## src/rtl/div_scheduler_pkg.sv

```systemverilog
// Shared types for the divider scheduler: response status codes and FSM states.
// Pure declarations, no logic.
package div_scheduler_pkg;

    typedef enum logic [1:0] {
        DIV_OK      = 2'd0,
        DIV_DIVZ    = 2'd1,
        DIV_TIMEOUT = 2'd2
    } div_status_t;

    typedef enum logic [1:0] {
        IDLE  = 2'd0,
        ISSUE = 2'd1,
        WAIT  = 2'd2,
        RESP  = 2'd3
    } div_sched_state_t;

endpackage

```

## src/rtl/div_scheduler_rr_arbiter.sv

```systemverilog
// Round-robin picker: first set req after ptr, with wrap; purely combinational.
// Zero latency, no backpressure; the caller decides when a grant is consumed.
module rr_arbiter #(
    parameter int N  = 4,
    parameter int IW = (N > 1) ? $clog2(N) : 1
) (
    input  logic [N-1:0]  req,
    input  logic [IW-1:0] ptr,
    output logic [N-1:0]  grant,
    output logic [IW-1:0] idx,
    output logic          any
);

    logic [IW:0]   sum;
    logic [IW-1:0] sel;

    // ptr < N and k <= N, so ptr+k stays below 2N and one subtraction wraps it
    always_comb begin
        grant = '0;
        idx   = '0;
        any   = 1'b0;
        sum   = '0;
        sel   = '0;
        for (int k = 1; k <= N; k++) begin
            sum = {1'b0, ptr} + (IW+1)'(k);
            if (sum >= (IW+1)'(N)) begin
                sum = sum - (IW+1)'(N);
            end
            sel = sum[IW-1:0];
            if (!any && req[sel]) begin
                any        = 1'b1;
                idx        = sel;
                grant[sel] = 1'b1;
            end
        end
    end

endmodule

```

## src/rtl/div_scheduler.sv

```systemverilog
// Shares one divider between NREQ requesters; rsp at accept+2+D, bypass at accept+1.
// One job in flight: req_ready stays low until the response handshake completes.
module div_scheduler
    import div_scheduler_pkg::*;
#(
    parameter int  BITS    = 16,
    parameter int  NREQ    = 4,
    parameter int  TIMEOUT = 64,
    localparam int IDW     = (NREQ > 1) ? $clog2(NREQ) : 1
) (
    input  logic                 clk,
    input  logic                 reset,
    input  logic [NREQ-1:0]      req_valid,
    output logic [NREQ-1:0]      req_ready,
    input  logic [NREQ*BITS-1:0] req_dividend,
    input  logic [NREQ*BITS-1:0] req_divisor,
    output logic                 rsp_valid,
    input  logic                 rsp_ready,
    output logic [IDW-1:0]       rsp_id,
    output logic [BITS-1:0]      rsp_quotient,
    output logic [BITS-1:0]      rsp_remainder,
    output div_status_t          rsp_status,
    output logic                 div_start,
    output logic [BITS-1:0]      div_dividend,
    output logic [BITS-1:0]      div_divisor,
    output logic                 div_abort,
    input  logic                 div_done,
    input  logic [BITS-1:0]      div_quotient,
    input  logic [BITS-1:0]      div_remainder
);

    localparam int TW = $clog2(TIMEOUT);

    div_sched_state_t state_q, state_d;
    logic [IDW-1:0]   rr_ptr;
    logic [TW-1:0]    timer;

    logic [NREQ-1:0]  gnt;
    logic [IDW-1:0]   gnt_idx;
    logic             gnt_any;
    logic [BITS-1:0]  sel_dividend;
    logic [BITS-1:0]  sel_divisor;
    logic             sel_divz;
    logic             sel_zero;
    logic             timeout_hit;

    rr_arbiter #(.N(NREQ), .IW(IDW)) u_arb (
        .req   (req_valid),
        .ptr   (rr_ptr),
        .grant (gnt),
        .idx   (gnt_idx),
        .any   (gnt_any)
    );

    assign sel_dividend = req_dividend[gnt_idx*BITS +: BITS];
    assign sel_divisor  = req_divisor[gnt_idx*BITS +: BITS];
    assign sel_divz     = (sel_divisor == '0);
    assign sel_zero     = (sel_dividend == '0);
    assign timeout_hit  = (timer == TW'(TIMEOUT - 1));

    assign req_ready = (state_q == IDLE) ? gnt : '0;
    assign rsp_valid = (state_q == RESP);
    // A done arriving on the last timer cycle wins, so no abort is raised then
    assign div_abort = (state_q == WAIT) && !div_done && timeout_hit;

    always_comb begin
        state_d = state_q;
        case (state_q)
            IDLE: begin
                if (gnt_any) begin
                    state_d = (sel_divz || sel_zero) ? RESP : ISSUE;
                end
            end
            ISSUE: state_d = WAIT;
            WAIT: begin
                if (div_done || timeout_hit) begin
                    state_d = RESP;
                end
            end
            RESP: begin
                if (rsp_ready) begin
                    state_d = IDLE;
                end
            end
            default: state_d = IDLE;
        endcase
    end

    always_ff @(posedge clk or posedge reset) begin
        if (reset) begin
            state_q       <= IDLE;
            rr_ptr        <= IDW'(NREQ - 1);
            timer         <= '0;
            div_start     <= 1'b0;
            div_dividend  <= '0;
            div_divisor   <= '0;
            rsp_id        <= '0;
            rsp_quotient  <= '0;
            rsp_remainder <= '0;
            rsp_status    <= DIV_OK;
        end else begin
            state_q   <= state_d;
            div_start <= (state_d == ISSUE);
            case (state_q)
                IDLE: begin
                    if (gnt_any) begin
                        rr_ptr       <= gnt_idx;
                        rsp_id       <= gnt_idx;
                        div_dividend <= sel_dividend;
                        div_divisor  <= sel_divisor;
                        if (sel_divz) begin
                            rsp_quotient  <= '1;
                            rsp_remainder <= sel_dividend;
                            rsp_status    <= DIV_DIVZ;
                        end else if (sel_zero) begin
                            rsp_quotient  <= '0;
                            rsp_remainder <= '0;
                            rsp_status    <= DIV_OK;
                        end
                    end
                end
                ISSUE: timer <= '0;
                WAIT: begin
                    timer <= timer + 1'b1;
                    if (div_done) begin
                        rsp_quotient  <= div_quotient;
                        rsp_remainder <= div_remainder;
                        rsp_status    <= DIV_OK;
                    end else if (timeout_hit) begin
                        rsp_quotient  <= '0;
                        rsp_remainder <= '0;
                        rsp_status    <= DIV_TIMEOUT;
                    end
                end
                default: ;
            endcase
        end
    end

endmodule

```

## config.mk

```make
export PLATFORM = sky130hd
export DESIGN_NAME = div_scheduler
export DESIGN_NICKNAME = d
export VERILOG_FILES = /design/src/rtl/div_scheduler_pkg.sv /design/src/rtl/div_scheduler_rr_arbiter.sv /design/src/rtl/div_scheduler.sv
export SDC_FILE = /design/constraint.sdc
export NUM_CORES = 1
export LEC_CHECK = 0
export CAP_MARGIN = 25
export CELL_PAD_IN_SITES_DETAIL_PLACEMENT = 1
export CELL_PAD_IN_SITES_GLOBAL_PLACEMENT = 1
export CORE_ASPECT_RATIO = 0.75
export CORE_MARGIN = 10
export CORE_UTILIZATION = 31
export DETAILED_ROUTE_END_ITERATION = 6
export GPL_ROUTABILITY_DRIVEN = 0
export HOLD_SLACK_MARGIN = 0.08
export MAX_ROUTING_LAYER = met4
export PLACE_DENSITY = 0.82
export SLEW_MARGIN = 20
export SYNTH_ARGS = -nofsm -noshare
export SYNTH_HDL_FRONTEND = slang
export SYNTH_SLANG_ARGS = --single-unit
```

## constraint.sdc

```tcl
create_clock -name clk -period 7.1 [get_ports clk]
set_clock_uncertainty 0.05 [all_clocks]
set_input_delay 1.42 -clock clk [delete_from_list [all_inputs] [get_ports clk]]
set_output_delay 1.42 -clock clk [all_outputs]
set_load 0.005 [all_outputs]
```

; ---- Word level (Yosys, flattened, before mapping)
; Index checks and enable logic that the tools add are counted.
[op_classes]
shifts = 2
n_addsub = 9
reduce_logical = 22
bitwise = 3
order_cmp = 12
n_eq_ne = 8
mux = 55
[op_table]
columns = operator, count
row1 = two-way mux 16 bit, 8
row2 = variable part select 64 x 7 -> 16 bit, 2
row3 = case mux 16 bit (2 select lines), 2
row4 = two-way mux 2 bit, 17
row5 = zero test 16 bit, 2
row6 = two-way mux 4 bit, 5
row7 = greater-or-equal comparator 3 bit (second input constant), 4
row8 = less-than comparator 2 x 3 -> 1 bit (second input constant), 4
row9 = two-way mux 1 bit, 12
row10 = OR 4 bit, 3
row11 = case mux 6 bit (2 select lines), 1
row12 = logical AND 1 bit, 9
row13 = binary-select mux 1 bit (select 2 bit), 4
row14 = demux 1 bit (select 2 bit), 4
row15 = greater-or-equal comparator 2 x 1 -> 1 bit (second input constant), 4
row16 = case mux 2 bit (4 select lines), 1
row17 = subtractor 2 x 1 -> 2 bit (second input constant), 4
row18 = adder 2 x 2 -> 3 bit (second input constant), 2
row19 = adder 6 x 1 -> 6 bit (second input constant), 1
row20 = equality test 6 bit (second input constant), 1
row21 = != test 3 bit (second input constant), 2
row22 = equality test 2 x 1 -> 1 bit (second input constant), 2
row23 = equality test 2 bit (second input constant), 2
row24 = zero test 1 bit, 4
row25 = 9 further kinds, 11
[totals]
ff_bits = 79
output_inout_bits = 75
word_cells = 121

; ---- Longest topological paths before layout
[depth]
depth_word = 22
depth_mapped = 22
mapped_depth_nobuf = 12

; ---- Hierarchy
; Synthesis repeated with hierarchy kept, for this count alone.
[hier_totals]
hier_cells = 456
hier_area_um2 = 4969.8
[modules_own_cells]
columns = mod, cells_per_inst, area_each_um2, instances, seq_area_each_um2
row1 = div_scheduler, 388, 4444.3, 1, 1979.4
row2 = rr_arbiter, 68, 525.5, 1, 0.0

; ---- Worst setup path after synthesis
; No wires, ideal clock.
[synth_timing]
kind = register to register
from = reg rr_ptr[0]
to = reg rsp_remainder[10]
arrival_ns = 5.070
path_stages_with_launch = 22
n_path_buf = 9
path_slack_ns = 1.855
period_less_slack_ns = 5.245
required_ns = 6.925
path_cell_list = dfstp_2 > buf_6 > buf_4 > buf_2 > inv_1 > buf_2 > buf_1 > buf_1 > ha_1 > buf_2 > mux4_2 > or2_1 > o21ai_1 > buf_2 > nor2_1 > a211oi_1 > a2111oi_0 > a21oi_1 > nor3_2 > o31ai_4 > buf_6 > mux2_4
[synth_via]
elab_chain_len = 20
elab_cells_between_ends = 48
cone_classes = 8 x add/sub / 4 x order compare / 2 x eq/ne / 2 x shift / 23 x mux / 9 x reduce/logical
[synth_lines]
columns = item, line_no
row1 = start: declaration, div_scheduler.sv:35  ; logic [IDW-1:0] rr_ptr;
row2 = start signal: assignment, div_scheduler.sv:92  ; rr_ptr <= IDW'(NREQ - 1);
row3 = start signal: assignment, div_scheduler.sv:107  ; rr_ptr <= gnt_idx;
row4 = adder 2 x 1 -> 3 bit, div_scheduler_rr_arbiter.sv:25  ; sum = {1'b0, ptr} + (IW+1)'(k);
row5 = greater-or-equal comparator 3 bit / subtractor 2 x 1 -> 2 bit (equally long branches), "div_scheduler_rr_arbiter.sv:26, div_scheduler_rr_arbiter.sv:27"
row6 = two-way mux 2 bit, div_scheduler_rr_arbiter.sv:26  ; if (sum >= (IW+1)'(N)) begin
row7 = binary-select mux 1 bit (select 2 bit), div_scheduler_rr_arbiter.sv:30  ; if (!any && req[sel]) begin
row8 = two-way mux 1 bit (not written as such), div_scheduler_rr_arbiter.sv:30
row9 = two-way mux 1 bit, div_scheduler_rr_arbiter.sv:30
row10 = zero test 1 bit, div_scheduler_rr_arbiter.sv:30
row11 = logical AND 1 bit, div_scheduler_rr_arbiter.sv:30
row12 = [... 4 more ...], -
row13 = zero test 1 bit, div_scheduler_rr_arbiter.sv:30
row14 = logical AND 1 bit, div_scheduler_rr_arbiter.sv:30
row15 = two-way mux 2 bit, div_scheduler_rr_arbiter.sv:30
row16 = variable part select 64 x 7 -> 16 bit, div_scheduler.sv:56  ; assign sel_divisor = req_divisor[gnt_idx*BITS +: BITS];
row17 = zero test 16 bit, div_scheduler.sv:57  ; assign sel_divz = (sel_divisor == '0);
row18 = two-way mux 16 bit, div_scheduler.sv:111  ; if (sel_divz) begin
row19 = two-way mux 16 bit, div_scheduler.sv:106  ; if (gnt_any) begin
row20 = case mux 16 bit (2 select lines), div_scheduler.sv:104  ; case (state_q)
row21 = end signal: assignment, div_scheduler.sv:113  ; rsp_remainder <= sel_dividend;
row22 = end signal: assignment, div_scheduler.sv:127  ; rsp_remainder <= div_remainder;
row23 = end: declaration, div_scheduler.sv:21  ; output logic [BITS-1:0] rsp_remainder,
; Parallel ways exist; a longest one is shown, timed or not. The select of a mux whose other input is x is not followed.
; A chain may end at the register's enable or synchronous reset.

; ---- Final worst setup path
[layout_timing]
from = in req_valid[1]
to = reg rsp_remainder[12]
[layout_via]
elab_chain_len = 17
elab_cells_between_ends = 32
cone_classes = 2 x eq/ne / 2 x shift / 19 x mux / 9 x reduce/logical
[layout_lines]
columns = item, line_no
row1 = start: declaration, div_scheduler.sv:13  ; input logic [NREQ-1:0] req_valid,
row2 = binary-select mux 1 bit (select 2 bit), div_scheduler_rr_arbiter.sv:30
row3 = two-way mux 1 bit (not written as such), div_scheduler_rr_arbiter.sv:30
row4 = two-way mux 1 bit, div_scheduler_rr_arbiter.sv:30
row5 = zero test 1 bit, div_scheduler_rr_arbiter.sv:30
row6 = logical AND 1 bit, div_scheduler_rr_arbiter.sv:30
row7 = two-way mux 1 bit, div_scheduler_rr_arbiter.sv:30
row8 = zero test 1 bit, div_scheduler_rr_arbiter.sv:30
row9 = logical AND 1 bit, div_scheduler_rr_arbiter.sv:30
row10 = two-way mux 1 bit, div_scheduler_rr_arbiter.sv:30
row11 = zero test 1 bit, div_scheduler_rr_arbiter.sv:30
row12 = logical AND 1 bit, div_scheduler_rr_arbiter.sv:30
row13 = two-way mux 2 bit, div_scheduler_rr_arbiter.sv:30
row14 = variable part select 64 x 7 -> 16 bit, div_scheduler.sv:56
row15 = zero test 16 bit, div_scheduler.sv:57
row16 = two-way mux 16 bit, div_scheduler.sv:111
row17 = two-way mux 16 bit, div_scheduler.sv:106
row18 = case mux 16 bit (2 select lines), div_scheduler.sv:104
; Parallel ways exist; a longest one is shown, timed or not. The select of a mux whose other input is x is not followed.

==> flow_summary.ini <==
[timing]
setup_viol = 0
tns_ns = 0
worst_slew_pin_slew_ns = 0.954
period_share_pct = 81.3
rsz0062_at_grt = false
max-slew-margin-rel_pct = 36.4
slew_violations = 0
whs_ns = 0.434
final_hold_viol_count = 0
max_freq_mhz = 173
period_minus_slack_ns = 5.77

[placed_design]
placed_area_sq_um = 8580
port_buffers = 242
dp_hpwl_microns = 20700

[clock_tree]
clk_latency_ns = 0.35
postCtsSetupBuffers = 0
cts_inserted_buffers = 9
cts_tree = yes
holdBufCountCts = 0
clock_sinks = 79
post_cts_resize_count = 0
cts_root_buf = clkbuf_16
clockBufferDepth = 2
path_clk_slew_ns = 0.07
htree_levels = 3

[global_routing]
grt_max_degree = 54
antenna_found_initial = 3
track_usage_pct = 21.0
grt-ovfl-total = 0
grt_pass1_vias = 7104
grt_pass1_wl_microns = 41400

[routing]
vias = 6614
wl_per_cell_microns = 22.0
drtPass1Iterations = 5
via_per_inst = 5.46
drc = 0
routed_wl_microns = 26700
ant_nets = 0
drt_iter0_drc = 538

[cells_and_area]
nNetsFinal = 1135
drive_above_1_share_pct = 8.95
design_area_sq_um = 8920
synthToLayoutAreaGrowth_pct = 49.8
utilization_pct = 47.8
nFillCells = 2210

[power_and_ir_drop]
leakage_uw = 0.00367
p_per_area_nw_per_um2 = 461
ir_drop_v = 0.000220
finalPower_uw = 4110

[setup_path]
worstReg2RegStart = rr_ptr[1]$_DFFE_PP1P_
cp_num_cells = 12
r2r_slack_ns = 1.64
cp-start-kind = input pin
arrival_ns = 5.95
slowest_stage = a21o_1
cp-endpoint = rsp_remainder[12]$_DFFE_PP0P_
path_buf_inv = 2
startpoint = req_valid[1]
crit_type = in2reg
ff2ff_path_depth = 13
end_kind = register
timing.rr.end = rsp_remainder[7]$_DFFE_PP0P_
cpPeakStageDelay_ns = 0.82
path_delay_family = compound AO/OA/AOI/OAI gates
path_cells = clkdlybuf4s50_1 > mux2_2 > mux2i_2 > a21o_1 > a21oi_1 > a211oi_1 > a2111oi_0 > a21oi_1 > nor3_2 > o31ai_4 > buf_4 > mux2_2
critPathRequiredTime_ns = 7.28
crit_fanout = 34

[synthesis]
synth_common_cells = nand2_1 (126), o21ai_0 (84), dfrtp_1 (77)
yosysSeqAreaShare_pct = 33.3
syn_inst = 741
synthTopCellsByArea = dfrtp_1 (32%), nand2_1 (7.9%), o21ai_0 (7.1%)
syn-num-nets = 920
synthFlopType = dfrtp_1
synth_edf_count = 0
synth.top_cell.area_share_pct = 32.4
syn_area_per_cell_sq_um = 8.03
yosysWarnings = 0
yosys.area.top_type = dfrtp_1
synth_seq_cells = 79
netlist_area_sq_um = 5950
synth_cell_types = 74
synth_most_common_cell = nand2_1
synthArstFlopShare_pct = 100

[job]
cap_viol_max_count = 0

[floorplanning]
core_area_sq_um = 18700
core.rowCount = 43
die_h_microns = 140
dieArea_sq_um = 25200
io_pins = 243
die_width_microns = 180
initial_utilization_pct = 31.9

[min_path]
hp-class = reg2reg

[status]
status = completed
## per-layer routing
metal  up-vias  wire, microns  track usage (%)  share of wire (%)
met5         -              0                -                  0
met4         0            286             3.60                1.1
met3        26           1900             6.49                7.1
met2       234          12700             34.5                 47
met1      3253          11800             25.2                 44
li1       3101              -                -                  -
## state kept, by name, summed over array words and instances (netlist names)
name	flops
div_dividend	16
div_divisor	16
div_start	1
rr_ptr	2
rsp_id	2
rsp_quotient	16
rsp_remainder	16
rsp_status	2
state_q	2
timer	6
## cells by family (layout without fill, tap and decap cells)
kind of cell               after synthesis  after routing  share of synthesized area [%]
xor gates and xnor gates                 2              2                          0.294
other                                    0              4                              0
muxes                                   59             59                           12.0
AOI/OAI and AO/OA                      228            228                           23.8
buffers and inverters                   85            305                           6.62
adders and majority gates               11             11                           2.31
and+or+nand+nor                        277            277                           21.7
DFF                                     79             79                           33.3
## cell type report
class / instances / area, sq um / share of cell area (%)
clock buffer: 10 / 239 / 2.68
sequential: 79 / 1980 / 22.2
multi-input combinational: 577 / 3600 / 40.3
inverter: 31 / 118 / 1.32
timing repair buffer: 258 / 2590 / 29.0
tap: 247 / 309 / 3.47
antenna: 4 / 10.0 / 0.112
clock inverter: 6 / 75.1 / 0.842
## layout by cell type, fill, tap and decap left out, drive strengths merged, types with 3 or more instances in the layout
master         synthesis  routed
a211oi                11      11
a21oi                 48      48
a221o                  5       5
a2bb2oi                3       3
a311oi                 4       4
a31oi                 11      11
and3                   6       6
buf                   22      15
clkbuf                32      11
clkdlybuf4s50          0     242
dfrtp                 77      77
diode                  0       4
ha                    11      11
inv                   31      33
mux2                  28      28
mux2i                 28      28
mux4                   3       3
nand2                127     127
nand2b                 5       5
nand3                 21      21
nor2                  64      64
nor2b                  4       4
nor3                  11      11
nor4                  12      12
o2111ai                3       3
o211a                  3       3
o211ai                 3       3
o21a                   3       3
o21ai                 97      97
o22ai                 13      13
o31ai                  4       4
or3                   13      13
or4                    5       5
## how the worst min path moves through the flow
| stage | from | end | slack, ns | cells past startpoint |
|---|---|---|---|---|
| 2_1_floorplan | div_dividend[0]$_DFFE_PP0P_ | div_dividend[0]$_DFFE_PP0P_ | 0.42 | 2 |
| 3_3_place_gp | div_dividend[7]$_DFFE_PP0P_ | div_dividend[7]$_DFFE_PP0P_ | 0.41 | 2 |
| 3_5_place_dp | div_dividend[6]$_DFFE_PP0P_ | div_dividend[6]$_DFFE_PP0P_ | 0.42 | 2 |
| 4_1_cts | div_dividend[6]$_DFFE_PP0P_ | div_dividend[6]$_DFFE_PP0P_ | 0.44 | 2 |
| 5_1_grt | div_dividend[13]$_DFFE_PP0P_ | div_dividend[13]$_DFFE_PP0P_ | 0.47 | 2 |
| 6_report | div_dividend[1]$_DFFE_PP0P_ | div_dividend[1]$_DFFE_PP0P_ | 0.43 | 2 |
## report_power, final
part	internal (uW)	switching, uW	leakage [uW]	total (uW)
clock	289	222	0.000152	511
sequential	626	102	0.00103	729
combinational	1170	1700	0.00250	2870
total	2080	2030	0.00367	4110
## stage by stage
stage               instances  setup WS, ns
floorplan                 741          1.85
global placement         1189          1.12
detailed placement       1191         0.954
CTS                      1207          1.30
global route             1212          1.06
finish                   1212          1.33
## worst reg2reg max path, cell delays in order (launching register included)
cell and delay, ns:
dfstp_2 0.69, inv_1 0.15, ha_1 0.49, mux4_2 0.80, or2_1 0.37, o21a_4 0.25
nor2_4 0.52, nand2_1 0.17, a2111oi_0 0.46, a21oi_1 0.28, nor3_2 0.32, o31ai_4 0.10
buf_4 0.32, mux2_4 0.38
No activity file was read; power rests on OpenSTA's default activity.
